## src/rtl/ctrl_pkg.sv

```systemverilog
// Shared encodings for the instruction decoder: opcodes, R-type functs,
// ALU operations and the layout of the registered control word.
package ctrl_pkg;

    localparam logic [5:0] OP_RTYPE = 6'b001010;
    localparam logic [5:0] OP_LOAD  = 6'b001011;
    localparam logic [5:0] OP_STORE = 6'b001100;

    localparam logic [5:0] F_ADD = 6'b100000;
    localparam logic [5:0] F_SUB = 6'b100010;
    localparam logic [5:0] F_AND = 6'b100100;
    localparam logic [5:0] F_OR  = 6'b100101;
    localparam logic [5:0] F_NOP = 6'b011111;

    typedef enum logic [3:0] {
        AluAdd  = 4'h0,
        AluSub  = 4'h1,
        AluAnd  = 4'h2,
        AluOr   = 4'h3,
        AluNone = 4'hF
    } alu_op_e;

    // Declared MSB first so the packed layout matches the bit offsets of controlSignal.
    typedef struct packed {
        logic [10:0] reserved_hi;
        logic [4:0]  dest_reg;
        logic [4:0]  reserved_lo;
        logic        illegal;
        logic        mem_to_reg;
        logic        mem_write;
        logic        mem_read;
        logic        alu_src;
        logic        reg_dst;
        logic        reg_write;
        alu_op_e     alu_op;
    } ctrl_word_t;

endpackage

```

## src/rtl/ctrl_decode.sv

```systemverilog
// Purely combinational decode of one instruction into a control word.
module ctrl_decode
    import ctrl_pkg::*;
(
    input  logic [5:0] i_opcode,
    input  logic [4:0] i_rt,
    input  logic [4:0] i_rd,
    input  logic [5:0] i_funct,
    output ctrl_word_t o_ctrl
);

    always_comb begin
        o_ctrl        = '0;
        o_ctrl.alu_op = AluNone;
        unique case (i_opcode)
            OP_RTYPE: begin
                unique case (i_funct)
                    F_ADD, F_SUB, F_AND, F_OR: begin
                        unique case (i_funct)
                            F_ADD:   o_ctrl.alu_op = AluAdd;
                            F_SUB:   o_ctrl.alu_op = AluSub;
                            F_AND:   o_ctrl.alu_op = AluAnd;
                            default: o_ctrl.alu_op = AluOr;
                        endcase
                        o_ctrl.reg_write = 1'b1;
                        o_ctrl.reg_dst   = 1'b1;
                        o_ctrl.dest_reg  = i_rd;
                    end
                    F_NOP:   o_ctrl.alu_op = AluNone;
                    default: o_ctrl.illegal = 1'b1;
                endcase
            end
            OP_LOAD: begin
                o_ctrl.alu_op     = AluAdd;
                o_ctrl.alu_src    = 1'b1;
                o_ctrl.mem_read   = 1'b1;
                o_ctrl.mem_to_reg = 1'b1;
                o_ctrl.reg_write  = 1'b1;
                o_ctrl.dest_reg   = i_rt;
            end
            OP_STORE: begin
                o_ctrl.alu_op    = AluAdd;
                o_ctrl.alu_src   = 1'b1;
                o_ctrl.mem_write = 1'b1;
            end
            default: o_ctrl.illegal = 1'b1;
        endcase
    end

endmodule

```

## src/rtl/control_unit.sv

```systemverilog
// Main instruction decoder: combinational decode followed by a single
// synchronously reset output register (1-cycle latency).
module control_unit
    import ctrl_pkg::*;
(
    input  logic        clk,
    input  logic        rst_n,
    input  logic [31:0] instruction,
    output logic [31:0] controlSignal
);

    ctrl_word_t w_ctrl;
    ctrl_word_t r_ctrl;

    // rs and shamt fields do not influence the control word.
    logic w_unused_fields;
    assign w_unused_fields = ^{instruction[25:21], instruction[10:6]};

    ctrl_decode u_decode (
        .i_opcode (instruction[31:26]),
        .i_rt     (instruction[20:16]),
        .i_rd     (instruction[15:11]),
        .i_funct  (instruction[5:0]),
        .o_ctrl   (w_ctrl)
    );

    always_ff @(posedge clk) begin
        if (!rst_n) begin
            r_ctrl <= '0;
        end else begin
            r_ctrl <= w_ctrl;
        end
    end

    assign controlSignal = r_ctrl;

endmodule

```

## config.mk

```make
export PLATFORM = sky130hd
export DESIGN_NAME = control_unit
export DESIGN_NICKNAME = d
export VERILOG_FILES = /design/src/rtl/ctrl_pkg.sv /design/src/rtl/ctrl_decode.sv /design/src/rtl/control_unit.sv
export SDC_FILE = /design/constraint.sdc
export NUM_CORES = 1
export LEC_CHECK = 0
export BUFFER_PORTS_ARGS = -buffer_cell sky130_fd_sc_hd__buf_4
export CAP_MARGIN = 20
export CORE_ASPECT_RATIO = 0.9
export CORE_UTILIZATION = 45
export CTS_CLUSTER_SIZE = 12
export DETAILED_ROUTE_END_ITERATION = 10
export MAX_ROUTING_LAYER = met4
export PLACE_DENSITY = 0.79
export SYNTH_ARGS = -nofsm -noshare
export SYNTH_HDL_FRONTEND = slang
export SYNTH_HIERARCHICAL = 1
export SYNTH_SLANG_ARGS = --single-unit
```

## constraint.sdc

```tcl
create_clock -name clk -period 2.4 [get_ports clk]
set_input_delay 0.36 -clock clk [delete_from_list [all_inputs] [get_ports clk]]
set_output_delay 0.36 -clock clk [all_outputs]
set_load 0.005 [all_outputs]
```

* Word level (Yosys, flattened, before mapping)
Index checks and enable logic that the tools add are counted.
** Operators by class
- $add $sub $neg :: 0
- Multipliers :: 0
- Divide/modulo/power cells :: 0
- $lt $le $gt $ge :: 0
- Equality and inequality tests :: 8
- Shift operators :: 0
- Muxes and demuxes :: 12
- Bitwise gates (word level) :: 0
- Reductions and logical operators :: 4
** Operators with widths (count)
- $eq A6 B6 Y1 const B :: 4
- $eq A6 B4 Y1 const B :: 3
- $pmux W5 S2 :: 1
- $pmux W4 S2 :: 1
- $eq A6 B5 Y1 const B :: 1
- $pmux W2 S3 :: 1
- $mux W5 :: 1
- $reduce_or A5 Y1 :: 1
- $mux W1 :: 4
- $mux W4 :: 1
- $pmux W1 S2 :: 2
- $reduce_or A4 Y1 :: 1
- $mux W2 :: 1
- $reduce_and A2 Y1 :: 1
- $reduce_or A2 Y1 :: 1
** Storage, ports and cells
- Bits in registers :: 31
- Latch bits :: 0
- Bits in writable memories :: 0
- Memory bits (read-only) :: 0
- Input bits :: 34
- Output and inout port bits :: 32
- Word-level logic and storage cells :: 34
- Memories kept :: 0

* Longest topological paths before layout
- Depth in word-level cells :: 4
- Mapped depth :: 6
- Gate-level depth less buffers :: 4

* By module
The synthesis kept the hierarchy.
** Modules (own cells, without submodules)
- control_unit :: times used 1, cells each 67, area an instance 895.9 um2, sequential area each 640.6 um2
- ctrl_decode :: times used 1, cells each 62, area an instance 409.1 um2, sequential area each 0.0 um2

* Least setup slack after synthesis
Ideal clock, no wire load.
- Path kind :: input to register
- Start :: input instruction[26]
- End :: register r_ctrl (netlist bit controlSignal[3])
- Setup time :: 0.116 ns
- Arrival :: 1.534 ns
- Data required time :: 2.284 ns
- Slack :: 0.750 ns
- Stages :: 6
- Buffers on the path :: 2
- Cells stage by stage :: buf_2 > or3b_2 > a21oi_1 > o31ai_1 > buf_4 > and2_2
** RTL lines
- from (decl) :: line control_unit.sv:8 : input logic [31:0] instruction,
- to (signal assigned) :: line control_unit.sv:31 : r_ctrl <= w_ctrl;
- to (decl) :: line control_unit.sv:13 : ctrl_word_t r_ctrl;

==> tab_implementation.tex <==
\begin{tabular}{lr}
\hline
Metric & Value \\
\hline
\multicolumn{2}{l}{\textbf{Detailed routing}} \\
Detailed-routing wirelength on met1 & 945 µm \\
DRC Markers & 0 \\
Post-DR vias/cell & 4.39 \\
Iteration-0 DRC count of the detailed router & 13 \\
Vias & 983 \\
Total wire length after detailed routing & around 2300 µm \\
Number of optimization iterations in the first detailed-route pass & 4 \\
Antenna violation net count after detailed routing & 0 \\
Routed wire per std cell & 10.2 µm \\
Detailed-routed wire length on met2 & between 1000 and 1500 µm \\
Top layer used by detailed routing & met4 \\
Met3 WL post-DR & 172 µm \\
\multicolumn{2}{l}{\textbf{Placement}} \\
Routability cong. & 0.738 \\
Final HPWL from detailed placement & 1760 µm \\
Number of port buffers & 55 \\
Post-Place Setup Slack & around 0.77 ns \\
\multicolumn{2}{l}{\textbf{Power}} \\
Net switching power figure & $\sim$0.22 mW \\
PwrDens & 568 nW/µm² \\
Internal power component & 0.758 mW \\
VDD IR max & 306 µV \\
Combinational group share of total power & a little under an eighth \\
Clock network fraction of design power & between 30\% and 40\% \\
Switching power as a share of total power & 22.3\% \\
Leakage power of the design & 0.810 nW \\
Register share of total power & 57.0\% \\
\multicolumn{2}{l}{\textbf{STA}} \\
Final min period & between 1 and 1.5 ns \\
Final WS setup & 1.10 ns \\
Slew Viols, Final & 0 \\
Aggregate negative setup slack & 0 ns \\
Relative slew margins & between 60 and 70\% \\
Peak clock frequency supported by timing & 767 MHz \\
Final Cycle Share & 54.3\% \\
Final setup vio count & 0 \\
Final Hold Violating Endpoints & 0 \\
Worst Max-Slew Pin Slew & 0.521 ns \\
Setup repair after global routing missed its margin & no \\
\multicolumn{2}{l}{\textbf{Global routing}} \\
Grt total ovfl & 0 \\
Global-route wire length before repair & roughly 3600 µm \\
Vias in the first global route & approximately 870 \\
Global-route usage over all layers & 16.5\% \\
Pin count of the biggest net entering global routing & 33 \\
Initial antenna violation count & 0 \\
\multicolumn{2}{l}{\textbf{Floorplan}} \\
Number of top-level pins & 66 \\
Row cnt & 18 \\
Die span in y & 53.1 µm \\
Effective utilization at floorplan & 47.5\% \\
Core area & 2750 µm² \\
Die area & between 3000 and 4000 µm² \\
Die W & 58.8 µm \\
\multicolumn{2}{l}{\textbf{Clock tree}} \\
Number of sinks on the clock net & 32 \\
Hold buffer count at CTS & 0 \\
Number of buffers added by the clock tree synthesis step & 5 \\
Longest Clk Path Bufs & 2 \\
TritonCTS clock tree & built \\
Buffers inserted during post-CTS setup optimization & 0 \\
Clk pin slew, worst setup/hold paths & 0.09 ns \\
Library cell used as clock root buffer & clkbuf\_4 \\
Number of H-tree levels & 2 \\
Number of instances resized during post-cts repair & 0 \\
\multicolumn{2}{l}{\textbf{Synthesis}} \\
Post-synthesis sequential area ratio & 49.1\% \\
Mapped Avg Cell Area & 10.1 µm² \\
Unique cell type count in the Yosys netlist & 26 \\
Number of register bits inferred by synthesis & 32 \\
Synthesized instance count & 129 \\
Number of warning messages in the yosys log & 6 \\
Cell area after synthesis & 1310 µm² \\
\multicolumn{2}{l}{\textbf{Cells and area}} \\
Commonest cells after routing, fill and taps aside & 55 x buf\_4, 32 x and2\_2, 32 x dfxtp\_1 \\
Diode insertion count for antenna repair & 0 \\
Layout cell share with drive strength beyond 1 & 53.8\% \\
Number of flip-flops under the largest register name & 32 \\
Number of nets in the finished design & roughly 220 \\
Most common library cell in the layout ignoring fill and taps & buf\_4 \\
\# fillers & about 250 \\
Area growth, synth to finish & 31.7\% \\
\multicolumn{2}{l}{\textbf{Hold path}} \\
Terminating pin of the worst hold path & controlSignal[1]\$\_SDFF\_PN0\_ \\
Hold Path Depth & 4 \\
Startpoint of the lowest-slack hold path & instruction[30] \\
Hold/Removal Path Class & in -> reg \\
\multicolumn{2}{l}{\textbf{Critical path}} \\
Top Family by Delay on Critical Path & simple AND/OR/NAND/NOR gates \\
Largest driver fanout on the critical path & 8 \\
Nature of the critical path endpoint & flop \\
Cell Chain, Critical Path & buf\_4 > or3b\_1 > or2\_1 > a21oi\_1 > and2\_2 \\
Worst Setup Path Type & in -> reg \\
Critical path arrival & 1.57 ns \\
CP Launch Type & input port \\
Peak per-stage delay on the critical path & roughly 0.4 ns \\
Worst path bufs/invs & 1 \\
Crit path max-delay cell type & or3b\_1 \\
Required time of the critical path & 2.67 ns \\
\multicolumn{2}{l}{\textbf{Job}} \\
Number of max-cap violations & 0 \\
\multicolumn{2}{l}{\textbf{Outcome}} \\
Status & finished clean \\
\hline
\end{tabular}
==> routing by layer <==
metal | GRT usage, % | up-vias
met5 | - | -
met4 | 5.95 | 0
met3 | 6.85 | 2
met2 | 29.2 | 44
met1 | 16.5 | 443
li1 | - | 494
==> per-stage QoR <==
stage	cell area [µm²]	hold slack (ns)	cells	power [mW]	util [%]
floorplan	1360	0.496	144	0.634	-
global placement	1660	0.731	216	0.677	60.3
detailed placement	1660	0.730	216	0.681	60.3
CTS	1720	0.392	224	0.984	62.6
global route	1720	0.409	224	1.03	62.6
finish	1720	0.405	224	0.976	62.6
==> how the worst max path moves through the flow <==
stage / from / to / cells after the start / slack [ns]
after global routing: instruction[4] / controlSignal[0]$_SDFF_PN0_ / 5 / 1.01
final: instruction[31] / controlSignal[19]$_SDFF_PN0_ / 5 / 1.10
after global placement: instruction[4] / controlSignal[0]$_SDFF_PN0_ / 5 / 0.80
after CTS: instruction[26] / controlSignal[3]$_SDFF_PN0_ / 5 / 1.11
after floorplan: instruction[26] / controlSignal[3]$_SDFF_PN0_ / 6 / 0.75
after detailed placement: instruction[26] / controlSignal[3]$_SDFF_PN0_ / 5 / 0.77
==> tightest hold or removal path, stage by stage <==
cell and delay (ns):
buf_4 0.08, nor3b_1 0.05, o21ai_0 0.06, and2_2 0.14
==> power groups by stage <==
stage / Clock, mW / Combinational [mW] / Sequential, mW
6_report: 0.306 / 0.113 / 0.557
5_1_grt: 0.341 / 0.126 / 0.558
4_1_cts: 0.315 / 0.112 / 0.557
3_5_place_dp: 0 / 0.112 / 0.569
3_3_place_gp: 0 / 0.109 / 0.568
2_1_floorplan: 0 / 0.0623 / 0.571
==> Yosys cell counts (all sizes together) <==
cell type,count,share of area [%]
o31ai,2,1.2
o21ai,3,1.4
nand4,6,2.9
a21oi,7,2.7
clkbuf,3,1.2
nor2b,1,0.48
or2,1,0.48
nor3,1,0.77
conb,1,0.29
inv,1,0.29
buf,20,12
nand2,6,1.7
or3b,2,1.3
and2,34,19
mux2i,1,0.77
nor3b,3,2.1
nand2b,1,0.48
dfxtp,32,49
nor4b,2,1.3
nor2,2,0.58
==> final cells by class <==
cell class                      count  area [µm²]  area share (%)
Clock buffer                        6        51.3            2.98
Inverter                            1        3.75           0.218
Sequential cell                    32         641            37.3
Multi-Input combinational cell     88         551            32.0
Timing Repair Buffer               55         413            24.0
Clock inverter                      2        10.0           0.582
Tap cell                           40        50.0            2.91
==> cell families after synthesis <==
kind of cell / synth area share [%]
mux: 0.767
simple gates: 31.5
buf+inv: 13.0
other cells: 0.287
compound gates: 5.27
flops: 49.1
Note: power is estimated with default switching activity, not from simulation.
